<file path="config.mk">
export PLATFORM = sky130hd
export DESIGN_NAME = ctrl_outdec
export DESIGN_NICKNAME = d
export VERILOG_FILES = /design/src/rtl/ctrl_pkg.sv /design/src/rtl/ctrl_outdec.sv
export SDC_FILE = /design/constraint.sdc
export NUM_CORES = 1
export LEC_CHECK = 0
export CAP_MARGIN = 20
export CORE_AREA = 2 2 39 41
export DETAILED_ROUTE_END_ITERATION = 16
export DIE_AREA = 0 0 41 43
export PLACE_DENSITY_LB_ADDON = 0.12
export SLEW_MARGIN = 0
export SYNTH_ARGS = -nofsm -noshare
export SYNTH_HDL_FRONTEND = slang
export SYNTH_SLANG_ARGS = --single-unit
</file>
<file path="constraint.sdc">
create_clock -name vclk -period 1.1
set_input_delay 0.165 -clock vclk [all_inputs]
set_output_delay 0.165 -clock vclk [all_outputs]
set_load 0.05 [all_outputs]
</file>
<file path="src/rtl/ctrl_pkg.sv">
// rtl/ctrl_pkg.sv - states, opcodes and select encodings for the multicycle controller
package ctrl_pkg;

    typedef enum logic [3:0] {
        FETCH, DECODE, MEMADR, MEMREAD, MEMWB, MEMWRITE,
        EXECR, EXECI, ALUWB, BRANCH, JAL
    } state_t;

    localparam logic [6:0] OP_LOAD   = 7'b0000011;
    localparam logic [6:0] OP_STORE  = 7'b0100011;
    localparam logic [6:0] OP_RTYPE  = 7'b0110011;
    localparam logic [6:0] OP_ITYPE  = 7'b0010011;
    localparam logic [6:0] OP_BRANCH = 7'b1100011;
    localparam logic [6:0] OP_JAL    = 7'b1101111;

    localparam logic [1:0] SRCA_PC    = 2'b00;
    localparam logic [1:0] SRCA_OLDPC = 2'b01;
    localparam logic [1:0] SRCA_REGA  = 2'b10;

    localparam logic [1:0] SRCB_REGB  = 2'b00;
    localparam logic [1:0] SRCB_IMM   = 2'b01;
    localparam logic [1:0] SRCB_FOUR  = 2'b10;

    localparam logic [1:0] ALU_ADD    = 2'b00;
    localparam logic [1:0] ALU_SUB    = 2'b01;
    localparam logic [1:0] ALU_FUNCT  = 2'b10;

    localparam logic [1:0] RES_ALUOUT    = 2'b00;
    localparam logic [1:0] RES_DATA      = 2'b01;
    localparam logic [1:0] RES_ALURESULT = 2'b10;

    localparam logic [1:0] IMM_I = 2'b00;
    localparam logic [1:0] IMM_S = 2'b01;
    localparam logic [1:0] IMM_B = 2'b10;
    localparam logic [1:0] IMM_J = 2'b11;

    typedef struct packed {
        logic       mem_req;
        logic       mem_write;
        logic       adr_src;
        logic [1:0] alu_src_a;
        logic [1:0] alu_src_b;
        logic [1:0] alu_op;
        logic [1:0] result_src;
        logic [1:0] imm_src;
        logic       reg_write;
    } ctrl_word_t;

    function automatic logic [1:0] imm_sel(input logic [6:0] op);
        case (op)
            OP_STORE:  imm_sel = IMM_S;
            OP_BRANCH: imm_sel = IMM_B;
            OP_JAL:    imm_sel = IMM_J;
            default:   imm_sel = IMM_I;
        endcase
    endfunction

endpackage

</file>
<file path="src/rtl/ctrl_outdec.sv">
// rtl/ctrl_outdec.sv - Moore control word decoded from state and opcode
module ctrl_outdec
    import ctrl_pkg::*;
(
    input  state_t     state_i,
    input  logic [6:0] op_i,
    output ctrl_word_t cw_o
);

    always_comb begin
        cw_o         = '0;
        cw_o.imm_src = imm_sel(op_i);
        case (state_i)
            FETCH: begin
                cw_o.mem_req    = 1'b1;
                cw_o.alu_src_a  = SRCA_PC;
                cw_o.alu_src_b  = SRCB_FOUR;
                cw_o.alu_op     = ALU_ADD;
                cw_o.result_src = RES_ALURESULT;
            end
            DECODE: begin
                cw_o.alu_src_a = SRCA_OLDPC;
                cw_o.alu_src_b = SRCB_IMM;
            end
            MEMADR: begin
                cw_o.alu_src_a = SRCA_REGA;
                cw_o.alu_src_b = SRCB_IMM;
            end
            MEMREAD: begin
                cw_o.mem_req    = 1'b1;
                cw_o.adr_src    = 1'b1;
                cw_o.result_src = RES_ALUOUT;
            end
            MEMWB: begin
                cw_o.result_src = RES_DATA;
                cw_o.reg_write  = 1'b1;
            end
            MEMWRITE: begin
                cw_o.mem_req   = 1'b1;
                cw_o.mem_write = 1'b1;
                cw_o.adr_src   = 1'b1;
            end
            EXECR: begin
                cw_o.alu_src_a = SRCA_REGA;
                cw_o.alu_src_b = SRCB_REGB;
                cw_o.alu_op    = ALU_FUNCT;
            end
            EXECI: begin
                cw_o.alu_src_a = SRCA_REGA;
                cw_o.alu_src_b = SRCB_IMM;
                cw_o.alu_op    = ALU_FUNCT;
            end
            ALUWB: begin
                cw_o.result_src = RES_ALUOUT;
                cw_o.reg_write  = 1'b1;
            end
            BRANCH: begin
                cw_o.alu_src_a = SRCA_REGA;
                cw_o.alu_src_b = SRCB_REGB;
                cw_o.alu_op    = ALU_SUB;
            end
            JAL: begin
                cw_o.alu_src_a = SRCA_OLDPC;
                cw_o.alu_src_b = SRCB_FOUR;
            end
            default: cw_o = '0;
        endcase
    end

endmodule

</file>
==> flow_summary.json <==
{
  "outcome": "finished with violations",
  "violations": "negative setup slack",
  "fin_area_sq_um": 1060,
  "holdPathEnd": "cw_o[9]",
  "setup_violations": 8,
  "grt_max_degree": 7,
  "crit_path_end_kind": "output pin",
  "p_leak_nw": 0.451,
  "slew_violations": 0,
  "worstSetupPathType": "input port to output pin",
  "placed_area_sq_um": 848,
  "post-route-min-period_ns": 1.19,
  "crit_slowest_cell": "nor3_4",
  "path_cells": "buf_8 -> buf_6 -> buf_6 -> xor2_4 -> nor3_4 -> buf_12",
  "relSlewSlack_pct": 85.7,
  "maxCapViolations": 0,
  "drtIter0Drc": 1,
  "drive_gt1_share_pct": 88.4,
  "final_util_pct": 76.7,
  "dp_hpwl_um": 911,
  "layout_setup_ws_ns": -0.0890,
  "core.rowCount": 14,
  "cp.required_ns": 0.94,
  "wl_met2_um": 759,
  "yosysSeqAreaShare_pct": 0,
  "ys_types": 27,
  "synth_area_leaders": "buf_6, nor2_1, xnor2_2",
  "fmax_mhz": 841,
  "dp_cells": 94,
  "synth_top_area_share_pct": 12.7,
  "yosysWarnings": 0,
  "syn_area_sq_um": 267,
  "hold_path_class": "input port to output pin",
  "nFlopsAndLatches": 0,
  "worstHoldPathCells": 4,
  "fin_crit_sh_pct": 108,
  "highest_layer": "met4",
  "grt_setup_unrepaired": "true",
  "gp_congestion": 0.749,
  "dieArea_sq_um": 1760,
  "drc_errors": 0,
  "finalNetCount": 99,
  "tightest_slew_ns": 0.212,
  "final_cells": 102,
  "ios": 25,
  "slowest_delay_ns": 0.21,
  "finalHoldViolations": 0,
  "grt_use_total_pct": 15.1,
  "cellPowerDensity_nw_per_um2": 431,
  "layout_common_cells": "buf_4, buf_12, buf_6",
  "cp.arrival_ns": 1.02,
  "worst_setup_path_start_kind": "input port",
  "total_power_w": 0.000457,
  "syn_area_per_cell_sq_um": 7.40,
  "grt_pass1_vias": 454,
  "syn-instance-count": 36,
  "nClkBuffers": 0,
  "dr_wl_met3_um": 56,
  "crit_fanout": 4,
  "multiInputGateArea_sq_um": 377,
  "m1WireLength_um": 424,
  "die_y_um": 43,
  "start_util_pct": 19.3,
  "vias": 447,
  "grt_antenna_before_repair": 0,
  "ir_drop_uv": 298,
  "synth_top_cell_by_area": "buf_6",
  "core_sq_um": 1380,
  "die_w_um": 41,
  "n_antenna_cell": 0,
  "post_drt_wl_per_cell_um": 12.3,
  "grt_pass1_wl_um": 1930,
  "detail-route-antenna-nets": 0,
  "seqCellArea_sq_um": 0,
  "setup_tns_ns": -0.506,
  "drt-vias-per-instance": 4.38,
  "fillCellCount": 82,
  "grt_overflow": 0,
  "ctsHoldBuffers": 0,
  "min_from": "state_i[2]",
  "crit_top_cell": "buf_6",
  "mostFrequentLayoutCell": "buf_4",
  "area_growth_syn_to_layout_pct": 298,
  "drt-total-wl_um": 1260,
  "numPortBuffers": 25,
  "drt_pass1_iterations": 2,
  "synth_fp_nets": 47
}
power by group:
part	leakage (nW)	internal, W	switching (W)	total (W)
clock	0	0	0	0
sequential	0	0	0	0
combinational	0.451	0.000248	0.000209	0.000457
total	0.451	0.000248	0.000209	0.000457
through the flow:
stage	hold slack [ns]	setup slack, ns
floorplan	0.516	-0.375
global route	0.725	-0.129
CTS	0.706	-0.106
detailed placement	1.17	-0.599
finish	0.711	-0.0890
global placement	1.16	-0.595
repair_timing:
action                                  in CTS  in global routing
setup buffers                                3                  5
endpoints found under the setup margin      14                 13
cloned                                       0                  0
pin swaps                                   17                 14
hold endpoints to repair                     0                  0
gates resized for setup                     69                 17
how the worst max path moves through the flow:
stage,depth (start not counted),slack [ns],start,end
after detailed placement,6,-0.60,state_i[2],cw_o[7]
after global placement,6,-0.60,state_i[2],cw_o[7]
after floorplan,3,-0.37,state_i[3],cw_o[13]
after CTS,6,-0.11,state_i[1],cw_o[13]
final,6,-0.09,state_i[1],cw_o[8]
after global routing,6,-0.13,state_i[1],cw_o[9]
layout make-up:
class              count  share of cell area (%)
repair buffers        54                    61.9
multi-input cells     30                    35.5
well taps             16                    1.89
inverters              2                   0.708
synth_stat cells (all sizes together):
cell type	instances
a211oi	1
a21boi	1
a21o	1
a21oi	2
and3	1
buf	4
inv	2
nand2b	3
nand3	1
nand3b	1
nand4b	1
nor2	5
nor3	3
nor3b	1
nor4	1
o21a	1
o21ai	1
o22ai	1
or2	1
or3	1
xnor2	2
xor2	1
metal layers:
layer,track usage [%],up-vias
met1,17.4,206
li1,-,226
met4,2.00,0
met5,0,-
met2,27.8,13
met3,2.09,2
critical path: cells and delay by family:
family	cells	cell delay, ns
xor gates and xnor gates	1	0.15
buffers and inverters	4	0.50
and+or+nand+nor	1	0.21
kinds of logic after synthesis:
family	after synthesis	share of synthesized area [%]
xor+xnor	3	12.7
compound gates	8	22.1
simple gates	19	47.0
buf+inv	6	18.3
Power figures use the tool's default switching activity.
